--- src/rtl/if_axi_stream.sv ---
// Word-serial stream interface shared by the point datapath blocks.
// Ports: dat/val/sop/eop/err/ctl flow source->sink; rdy flows sink->source.
// A word transfers on a cycle where val and rdy are both high.
interface if_axi_stream #(
  parameter int DAT_BITS = 64,
  parameter int CTL_BITS = 8
);
  logic [DAT_BITS-1:0] dat;
  logic                val;
  logic                rdy;
  logic                sop;
  logic                eop;
  logic                err;
  logic [CTL_BITS-1:0] ctl;

  modport source (output dat, val, sop, eop, err, ctl, input  rdy);
  modport sink   (input  dat, val, sop, eop, err, ctl, output rdy);
endinterface

--- src/rtl/ec_fpn_acc.sv ---
// Point accumulator wrapped around ec_fpn_add: sums a batch of Jacobian points.
// Latency: 1 cycle from last adder result eop to first o_pt_if word.
// Backpressure: input stalls outside CAPTURE; adder pair advances only when both rdy; output holds under rdy=0.
//
// Ports:
//   i_clk, i_rst         clock, synchronous active-low reset
//   i_pt_if (sink)       input points, LSW first, ctl[0] on eop marks last point of batch
//   o_pt_if (source)     accumulated point per batch, err on eop if any add errored
//   o_add_p1_if (source) running sum to adder operand 1
//   o_add_p2_if (source) new point to adder operand 2
//   i_add_if (sink)      adder result point
//   o_busy               high whenever the FSM is not idle
module ec_fpn_acc #(
  parameter type FP_TYPE       = logic [767:0],
  parameter type FE_TYPE_ARITH = logic [63:0]
) (
  input  logic         i_clk,
  input  logic         i_rst,
  if_axi_stream.sink   i_pt_if,
  if_axi_stream.source o_pt_if,
  if_axi_stream.source o_add_p1_if,
  if_axi_stream.source o_add_p2_if,
  if_axi_stream.sink   i_add_if,
  output logic         o_busy
);

  localparam int ARITH_BITS = $bits(FE_TYPE_ARITH);
  localparam int NUM_WRDS   = $bits(FP_TYPE) / ARITH_BITS;
  localparam int CNT_W      = (NUM_WRDS > 1) ? $clog2(NUM_WRDS) : 1;
  localparam logic [CNT_W-1:0] LAST = CNT_W'(NUM_WRDS - 1);

  typedef enum logic [2:0] {IDLE, CAPTURE, SEND, WAIT, OUT} state_t;

  state_t r_state;
  state_t w_state_nxt;

  // All-zero ACC is the point at infinity, which the adder passes through.
  logic [NUM_WRDS-1:0][ARITH_BITS-1:0] r_acc;
  logic [NUM_WRDS-1:0][ARITH_BITS-1:0] r_in_buf;
  logic [CNT_W-1:0] r_w_cnt;
  logic [CNT_W-1:0] r_s_cnt;
  logic [CNT_W-1:0] r_r_cnt;
  logic [CNT_W-1:0] r_o_cnt;
  logic             r_err_sticky;
  logic             r_last_l;

  logic             w_in_rdy;
  logic             w_in_fire;
  logic             w_in_take;
  logic [CNT_W-1:0] w_in_idx;
  logic             w_in_at_last;
  logic             w_in_end;
  logic             w_in_bad;
  logic             w_snd_vld;
  logic             w_snd_fire;
  logic             w_res_rdy;
  logic             w_res_fire;
  logic             w_out_vld;
  logic             w_out_fire;
  logic             w_unused;

  // Input side. rdy is gated by reset so nothing is accepted while held in reset.
  assign w_in_rdy  = i_rst && (r_state == IDLE || r_state == CAPTURE);
  assign w_in_fire = w_in_rdy && i_pt_if.val;
  // In IDLE only a sop word opens a point; stray words are dropped.
  assign w_in_take = w_in_fire && (r_state == CAPTURE || i_pt_if.sop);
  // sop always restarts capture at word 0.
  assign w_in_idx     = i_pt_if.sop ? '0 : r_w_cnt;
  assign w_in_at_last = (w_in_idx == LAST);
  // A point ends on eop or on filling the last slot, whichever comes first.
  assign w_in_end  = w_in_take && (i_pt_if.eop || w_in_at_last);
  assign w_in_bad  = w_in_take && ((i_pt_if.sop && r_w_cnt != '0) ||
                                   (i_pt_if.eop != w_in_at_last));

  // Both adder operands move in lockstep: a word only advances when both sides take it.
  assign w_snd_vld  = (r_state == SEND);
  assign w_snd_fire = w_snd_vld && o_add_p1_if.rdy && o_add_p2_if.rdy;

  assign w_res_rdy  = i_rst && (r_state == WAIT);
  assign w_res_fire = w_res_rdy && i_add_if.val;

  // val is constant high in OUT, so (~val || rdy) reduces to rdy.
  assign w_out_vld  = (r_state == OUT);
  assign w_out_fire = w_out_vld && o_pt_if.rdy;

  assign i_pt_if.rdy  = w_in_rdy;
  assign i_add_if.rdy = w_res_rdy;

  assign o_add_p1_if.val = w_snd_vld;
  assign o_add_p1_if.dat = r_acc[r_s_cnt];
  assign o_add_p1_if.sop = w_snd_vld && (r_s_cnt == '0);
  assign o_add_p1_if.eop = w_snd_vld && (r_s_cnt == LAST);
  assign o_add_p1_if.err = 1'b0;
  assign o_add_p1_if.ctl = '0;

  assign o_add_p2_if.val = w_snd_vld;
  assign o_add_p2_if.dat = r_in_buf[r_s_cnt];
  assign o_add_p2_if.sop = w_snd_vld && (r_s_cnt == '0);
  assign o_add_p2_if.eop = w_snd_vld && (r_s_cnt == LAST);
  assign o_add_p2_if.err = 1'b0;
  assign o_add_p2_if.ctl = '0;

  assign o_pt_if.val = w_out_vld;
  assign o_pt_if.dat = r_acc[r_o_cnt];
  assign o_pt_if.sop = w_out_vld && (r_o_cnt == '0);
  assign o_pt_if.eop = w_out_vld && (r_o_cnt == LAST);
  assign o_pt_if.err = w_out_vld && (r_o_cnt == LAST) && r_err_sticky;
  assign o_pt_if.ctl = '0;

  assign o_busy = (r_state != IDLE);

  assign w_unused = &{1'b0, i_pt_if.err, i_pt_if.ctl, i_add_if.sop, i_add_if.ctl};

  always_ff @(posedge i_clk) begin
    if (!i_rst) begin
      r_state <= IDLE;
    end else begin
      r_state <= w_state_nxt;
    end
  end

  always_comb begin
    w_state_nxt = r_state;
    case (r_state)
      IDLE: begin
        if (w_in_end) begin
          w_state_nxt = SEND;
        end else if (w_in_take) begin
          w_state_nxt = CAPTURE;
        end
      end
      CAPTURE: begin
        if (w_in_end) begin
          w_state_nxt = SEND;
        end
      end
      SEND: begin
        if (w_snd_fire && r_s_cnt == LAST) begin
          w_state_nxt = WAIT;
        end
      end
      WAIT: begin
        if (w_res_fire && i_add_if.eop) begin
          w_state_nxt = r_last_l ? OUT : CAPTURE;
        end
      end
      OUT: begin
        if (w_out_fire && r_o_cnt == LAST) begin
          w_state_nxt = IDLE;
        end
      end
      default: w_state_nxt = IDLE;
    endcase
  end

  always_ff @(posedge i_clk) begin
    if (!i_rst) begin
      r_acc        <= '0;
      r_in_buf     <= '0;
      r_w_cnt      <= '0;
      r_s_cnt      <= '0;
      r_r_cnt      <= '0;
      r_o_cnt      <= '0;
      r_err_sticky <= 1'b0;
      r_last_l     <= 1'b0;
    end else begin
      if (w_in_take) begin
        r_in_buf[w_in_idx] <= i_pt_if.dat;
        if (w_in_end) begin
          r_w_cnt  <= '0;
          r_last_l <= i_pt_if.ctl[0];
        end else begin
          r_w_cnt  <= w_in_idx + 1'b1;
        end
      end

      if (w_snd_fire) begin
        r_s_cnt <= (r_s_cnt == LAST) ? '0 : r_s_cnt + 1'b1;
      end

      // SEND has already streamed ACC out, so overwriting it in place is safe.
      if (w_res_fire) begin
        r_acc[r_r_cnt] <= i_add_if.dat;
        if (i_add_if.eop) begin
          r_r_cnt <= '0;
        end else if (r_r_cnt != LAST) begin
          r_r_cnt <= r_r_cnt + 1'b1;
        end
      end

      if (w_out_fire) begin
        r_o_cnt <= (r_o_cnt == LAST) ? '0 : r_o_cnt + 1'b1;
      end

      if (w_out_fire && r_o_cnt == LAST) begin
        r_acc        <= '0;
        r_err_sticky <= 1'b0;
      end else if (w_in_bad || (w_res_fire && i_add_if.eop && i_add_if.err)) begin
        r_err_sticky <= 1'b1;
      end
    end
  end

endmodule

--- src/flat_wrapper.sv ---
// flat-port wrapper written by rule: the top's interface ports become plain ports
module ec_fpn_acc_flat 
#(
  parameter type FP_TYPE       = logic [767:0],
  parameter type FE_TYPE_ARITH = logic [63:0]
)
  (i_clk, i_rst, o_busy, i_pt_if_dat, i_pt_if_val, i_pt_if_sop, i_pt_if_eop, i_pt_if_err, i_pt_if_ctl, i_pt_if_rdy, o_pt_if_dat, o_pt_if_val, o_pt_if_sop, o_pt_if_eop, o_pt_if_err, o_pt_if_ctl, o_pt_if_rdy, o_add_p1_if_dat, o_add_p1_if_val, o_add_p1_if_sop, o_add_p1_if_eop, o_add_p1_if_err, o_add_p1_if_ctl, o_add_p1_if_rdy, o_add_p2_if_dat, o_add_p2_if_val, o_add_p2_if_sop, o_add_p2_if_eop, o_add_p2_if_err, o_add_p2_if_ctl, o_add_p2_if_rdy, i_add_if_dat, i_add_if_val, i_add_if_sop, i_add_if_eop, i_add_if_err, i_add_if_ctl, i_add_if_rdy);
  if_axi_stream #(.DAT_BITS(64)) i_pt_if_i ();
  if_axi_stream #(.DAT_BITS(64)) o_pt_if_i ();
  if_axi_stream #(.DAT_BITS(64)) o_add_p1_if_i ();
  if_axi_stream #(.DAT_BITS(64)) o_add_p2_if_i ();
  if_axi_stream #(.DAT_BITS(64)) i_add_if_i ();
  input  logic i_clk;
  input  logic i_rst;
  output logic o_busy;
  input wire logic [$bits(i_pt_if_i.dat)-1:0] i_pt_if_dat;
  input wire logic [$bits(i_pt_if_i.val)-1:0] i_pt_if_val;
  input wire logic [$bits(i_pt_if_i.sop)-1:0] i_pt_if_sop;
  input wire logic [$bits(i_pt_if_i.eop)-1:0] i_pt_if_eop;
  input wire logic [$bits(i_pt_if_i.err)-1:0] i_pt_if_err;
  input wire logic [$bits(i_pt_if_i.ctl)-1:0] i_pt_if_ctl;
  output wire logic [$bits(i_pt_if_i.rdy)-1:0] i_pt_if_rdy;
  output wire logic [$bits(o_pt_if_i.dat)-1:0] o_pt_if_dat;
  output wire logic [$bits(o_pt_if_i.val)-1:0] o_pt_if_val;
  output wire logic [$bits(o_pt_if_i.sop)-1:0] o_pt_if_sop;
  output wire logic [$bits(o_pt_if_i.eop)-1:0] o_pt_if_eop;
  output wire logic [$bits(o_pt_if_i.err)-1:0] o_pt_if_err;
  output wire logic [$bits(o_pt_if_i.ctl)-1:0] o_pt_if_ctl;
  input wire logic [$bits(o_pt_if_i.rdy)-1:0] o_pt_if_rdy;
  output wire logic [$bits(o_add_p1_if_i.dat)-1:0] o_add_p1_if_dat;
  output wire logic [$bits(o_add_p1_if_i.val)-1:0] o_add_p1_if_val;
  output wire logic [$bits(o_add_p1_if_i.sop)-1:0] o_add_p1_if_sop;
  output wire logic [$bits(o_add_p1_if_i.eop)-1:0] o_add_p1_if_eop;
  output wire logic [$bits(o_add_p1_if_i.err)-1:0] o_add_p1_if_err;
  output wire logic [$bits(o_add_p1_if_i.ctl)-1:0] o_add_p1_if_ctl;
  input wire logic [$bits(o_add_p1_if_i.rdy)-1:0] o_add_p1_if_rdy;
  output wire logic [$bits(o_add_p2_if_i.dat)-1:0] o_add_p2_if_dat;
  output wire logic [$bits(o_add_p2_if_i.val)-1:0] o_add_p2_if_val;
  output wire logic [$bits(o_add_p2_if_i.sop)-1:0] o_add_p2_if_sop;
  output wire logic [$bits(o_add_p2_if_i.eop)-1:0] o_add_p2_if_eop;
  output wire logic [$bits(o_add_p2_if_i.err)-1:0] o_add_p2_if_err;
  output wire logic [$bits(o_add_p2_if_i.ctl)-1:0] o_add_p2_if_ctl;
  input wire logic [$bits(o_add_p2_if_i.rdy)-1:0] o_add_p2_if_rdy;
  input wire logic [$bits(i_add_if_i.dat)-1:0] i_add_if_dat;
  input wire logic [$bits(i_add_if_i.val)-1:0] i_add_if_val;
  input wire logic [$bits(i_add_if_i.sop)-1:0] i_add_if_sop;
  input wire logic [$bits(i_add_if_i.eop)-1:0] i_add_if_eop;
  input wire logic [$bits(i_add_if_i.err)-1:0] i_add_if_err;
  input wire logic [$bits(i_add_if_i.ctl)-1:0] i_add_if_ctl;
  output wire logic [$bits(i_add_if_i.rdy)-1:0] i_add_if_rdy;
  assign i_pt_if_i.dat = i_pt_if_dat;
  assign i_pt_if_i.val = i_pt_if_val;
  assign i_pt_if_i.sop = i_pt_if_sop;
  assign i_pt_if_i.eop = i_pt_if_eop;
  assign i_pt_if_i.err = i_pt_if_err;
  assign i_pt_if_i.ctl = i_pt_if_ctl;
  assign i_pt_if_rdy = i_pt_if_i.rdy;
  assign o_pt_if_dat = o_pt_if_i.dat;
  assign o_pt_if_val = o_pt_if_i.val;
  assign o_pt_if_sop = o_pt_if_i.sop;
  assign o_pt_if_eop = o_pt_if_i.eop;
  assign o_pt_if_err = o_pt_if_i.err;
  assign o_pt_if_ctl = o_pt_if_i.ctl;
  assign o_pt_if_i.rdy = o_pt_if_rdy;
  assign o_add_p1_if_dat = o_add_p1_if_i.dat;
  assign o_add_p1_if_val = o_add_p1_if_i.val;
  assign o_add_p1_if_sop = o_add_p1_if_i.sop;
  assign o_add_p1_if_eop = o_add_p1_if_i.eop;
  assign o_add_p1_if_err = o_add_p1_if_i.err;
  assign o_add_p1_if_ctl = o_add_p1_if_i.ctl;
  assign o_add_p1_if_i.rdy = o_add_p1_if_rdy;
  assign o_add_p2_if_dat = o_add_p2_if_i.dat;
  assign o_add_p2_if_val = o_add_p2_if_i.val;
  assign o_add_p2_if_sop = o_add_p2_if_i.sop;
  assign o_add_p2_if_eop = o_add_p2_if_i.eop;
  assign o_add_p2_if_err = o_add_p2_if_i.err;
  assign o_add_p2_if_ctl = o_add_p2_if_i.ctl;
  assign o_add_p2_if_i.rdy = o_add_p2_if_rdy;
  assign i_add_if_i.dat = i_add_if_dat;
  assign i_add_if_i.val = i_add_if_val;
  assign i_add_if_i.sop = i_add_if_sop;
  assign i_add_if_i.eop = i_add_if_eop;
  assign i_add_if_i.err = i_add_if_err;
  assign i_add_if_i.ctl = i_add_if_ctl;
  assign i_add_if_rdy = i_add_if_i.rdy;
  ec_fpn_acc #(.FP_TYPE(FP_TYPE), .FE_TYPE_ARITH(FE_TYPE_ARITH)) u_core (.i_clk(i_clk), .i_rst(i_rst), .i_pt_if(i_pt_if_i), .o_pt_if(o_pt_if_i), .o_add_p1_if(o_add_p1_if_i), .o_add_p2_if(o_add_p2_if_i), .i_add_if(i_add_if_i), .o_busy(o_busy));
endmodule
--- config.mk ---
export PLATFORM = sky130hd
export DESIGN_NAME = ec_fpn_acc_flat
export DESIGN_NICKNAME = d
export VERILOG_FILES = /design/src/rtl/if_axi_stream.sv /design/src/rtl/ec_fpn_acc.sv /design/src/flat_wrapper.sv
export SDC_FILE = /design/constraint.sdc
export NUM_CORES = 2
export LEC_CHECK = 0
export CORE_MARGIN = 10
export CORE_UTILIZATION = 60
export CTS_CLUSTER_SIZE = 24
export DETAILED_ROUTE_END_ITERATION = 16
export PLACE_DENSITY = 0.8
export SLEW_MARGIN = 0
export SYNTH_ARGS = -nofsm -noshare
export SYNTH_HDL_FRONTEND = slang
export SYNTH_SLANG_ARGS = --single-unit
--- constraint.sdc ---
create_clock -name i_clk -period 3 [get_ports i_clk]
set_input_delay 0.6 -clock i_clk [delete_from_list [all_inputs] [get_ports i_clk]]
set_output_delay 0.6 -clock i_clk [all_outputs]
set_load 0.02 [all_outputs]
==> results.ini <==
[outcome]
status = finished with violations
violations = negative setup slack

[global_routing]
grt-ovfl-total = 0
grt_pass1_vias = 66600
grt_start_max_net_pins = 229
antenna_found_initial = 39
grt_first_pass_wirelength_mm = 381
globalRouteTotalUtil_pct = 34.5

[detailed_routing]
first_iter_violations = 10500
wl_mm = 261
vias_per_cell = 6.59
wl_per_cell_um = 25.2
vias = 68200
ant_nets = 0
drc = 0
dr.pass1.iters = 10

[critical_path]
reg2reg_from = u_core.r_state[0]
crit_slowest_cell = mux4_2
reg2reg_depth = 7
slowest_delay_ps = 490
crit_family = buffers and inverters
critPathCaptureType = output pin
critPathRequiredTime_ps = 2400
crit_fanout = 6
arrival_ps = 2920
worstReg2RegEnd = u_core.r_acc[423]
crit_chain = buf_6, buf_12, buf_8, clkbuf_16, buf_6, mux4_2, mux2i_2, o21ai_2, buf_6
critPathBufInv = 6
rrSetupSlack_ps = 250
crit_start = u_core.r_s_cnt[0]
crit_type = flip-flop to output pin
start_kind = flip-flop
path_common_cell = buf_6

[layout]
drive_gt1_share_pct = 19.9
fin_cells = 10300
nets = 8727
syn_to_final_growth_pct = 19.8
fin_area_um2 = 89600
fillerInstances = 8067

[logic_synthesis]
netlist_instances = 8370
yosysUniqueCellTypes = 52
async_flop_share_pct = 0
avgSynthCellArea_um2 = 8.93
synthFlopType = dfxtp_1
ys_seq_elements = 1557
ys_warn_count = 0
yosysSeqAreaShare_pct = 41.7
synth-edff-count = 0
synth_area_um2 = 74800

[clock_network]
cts_sinks = 1557
postCtsHoldBufs = 0
path_clk_slew_ps = 70
clock_path_buffers = 3
clkLatencyLatePin_ps = 810
cts_tree = done
cts_buffers = 162
clock-root-buffer = clkbuf_16
htreeDepth = 4

[run]
max_cap_violations = 0

[worst_hold_path]
holdPathStages = 3
whs_endpoint = u_core.r_w_cnt[3]
hold_class = primary input to flip-flop
worstHoldStart = i_rst

[timing]
timing.final.crit_period_ps = 3520
rsz0062_at_grt = yes
setup_slack_ps = -522
hold_viol_final = 0
min_period_over_period_pct = 117
fin_skew_ps = 34.4
slew_headroom_pct = 37.7
fmax_mhz = 284
fin_hold_ws_ps = 422
finalSetupTns_ps = -64800
worstMarginPinSlew_ps = 935
maxSlewViolCount = 0
setup_viol = 198

[die]
num_rows = 129
core_um2 = 124000
die_y_um = 373
start_util_pct = 60.4
ios = 388
dieArea_um2 = 139000
die_w_um = 373

[placed_design]
io_buffers = 344
place_inst = 9848
gp_congestion = 0.856
dpl_cell_area_um2 = 81000
hpwl_mm = 145
dpl_worst_slack_ps = -82.5

[power]
peakVddDrop_mv = 0.636
power_density_nw_per_um2 = 484
p_leak_uw = 0.0290

## per-stage QoR
stage          util [%]  total power [uW]
2_1_floorplan         -             22100
3_3_place_gp       65.4             22800
3_5_place_dp       65.4             22800
4_1_cts            70.6             43200
5_1_grt            72.3             44300
6_report           72.3             43300
## state kept, by name (all words and copies together) (netlist names)
name                 cells
u_core.r_acc           768
u_core.r_s_cnt           4
u_core.r_err_sticky      1
u_core.r_w_cnt           4
u_core.r_r_cnt           4
u_core.r_in_buf        768
u_core.r_o_cnt           4
u_core.r_last_l          1
u_core.r_state           3
## cells in the mapped netlist, types with 2 or more instances
cell,n,area share (%)
nand2_1,3279,16
dfxtp_1,1557,42
a21oi_1,772,5.2
mux4_2,576,17
a21boi_0,494,5.0
clkbuf_1,409,2.1
a21boi_1,286,2.9
buf_2,277,1.9
o21ai_0,199,1.3
mux2i_1,196,2.6
buf_4,76,0.76
buf_6,60,0.90
buf_1,37,0.19
and4_1,19,0.22
ha_1,13,0.22
nand3_1,12,0.080
nand4_2,12,0.20
nor2b_1,12,0.10
inv_1,11,0.055
nor2_1,8,0.040
nand4_4,7,0.20
nand4b_1,7,0.082
and3_1,5,0.042
and4b_1,5,0.067
and3b_1,3,0.035
nand3b_1,3,0.030
nor3b_1,3,0.030
or3_1,3,0.025
and2_1,2,0.017
nand2b_1,2,0.017
nor3b_4,2,0.050
o211ai_1,2,0.020
xnor2_1,2,0.023
## what timing repair did
action | 4_1_cts | 5_1_grt
pin swaps | 2 | 18
buffers inserted | 40 | 115
resized for setup | 662 | 762
setup endpoints to repair | 201 | 203
cloned | 14 | 24
## power by group
part,switching (uW),internal [uW]
Combinational,1060,675
Sequential,24.6,20700
Clock,8600,12300
## cell usage in the layout, fill, tap and decap left out, drive strengths merged, types with 2 or more instances in the layout
cell           count
mux2i            196
nand3b             3
or3                3
clkdlybuf4s50    144
clkinv            22
nor2b             12
nand4b             7
and4b              5
diode             26
dfxtp           1557
mux4             576
and3               5
nand2b             2
nand4             20
o21ai            199
nand2           3279
inv               18
xnor2              2
nor3               2
clkdlybuf4s15      9
nand3             12
dlymetal6s2s       2
conb              26
nor2               8
ha                13
nor3b              6
o211ai             2
and3b              3
and2               2
clkbuf           277
buf              673
a21oi            772
bufinv            10
a21boi           780
and4              19
## kinds of logic after synthesis
| kind of cell | count (synthesis) | synth area share [%] |
|---|---|---|
| other cells | 1 | 0.00502 |
| flops | 1557 | 41.7 |
| compound gates | 1763 | 14.5 |
| xor+xnor | 2 | 0.0234 |
| simple gates | 3391 | 17.8 |
| mux | 772 | 20.0 |
| buf+inv | 871 | 5.82 |
| fa+ha+maj | 13 | 0.218 |
## tightest hold or removal path, stage by stage
cell,delay [ps]
buf_8,120
buf_12,260
a21boi_0,190
## layer usage
| layer | vias up | track usage [%] | routed length [um] |
|---|---|---|---|
| met3 | 1342 | 9.68 | 35600 |
| met1 | 32800 | 43.0 | 90300 |
| met5 | - | 0 | 153 |
| met4 | 24 | 20.5 | 17000 |
| li1 | 28900 | - | - |
| met2 | 5211 | 53.3 | 118000 |
## area by class of cell
| type | instances | area (um2) | share of cell area, % |
|---|---|---|---|
| antenna | 26 | 65.1 | 0.0726 |
| clock buffer | 248 | 4990 | 5.57 |
| clock inverter | 39 | 487 | 0.543 |
| inverter | 11 | 41.3 | 0.0461 |
| multi-input combinational | 5967 | 40300 | 45.0 |
| sequential | 1557 | 31200 | 34.8 |
| tap | 1637 | 2050 | 2.29 |
| timing repair buffer | 858 | 10500 | 11.7 |
## worst max-delay path by stage
| stage | slack, ps | to | depth (start not counted) |
|---|---|---|---|
| floorplan | 490 | o_pt_if_dat[10] | 6 |
| CTS | -640 | o_add_p1_if_dat[24] | 7 |
| detailed placement | -80 | o_add_p2_if_dat[54] | 6 |
| global placement | -70 | o_add_p2_if_dat[54] | 6 |
| global route | -550 | o_add_p1_if_dat[17] | 9 |
| finish | -520 | o_add_p1_if_dat[17] | 9 |
No activity file was read; power rests on OpenSTA's default activity.
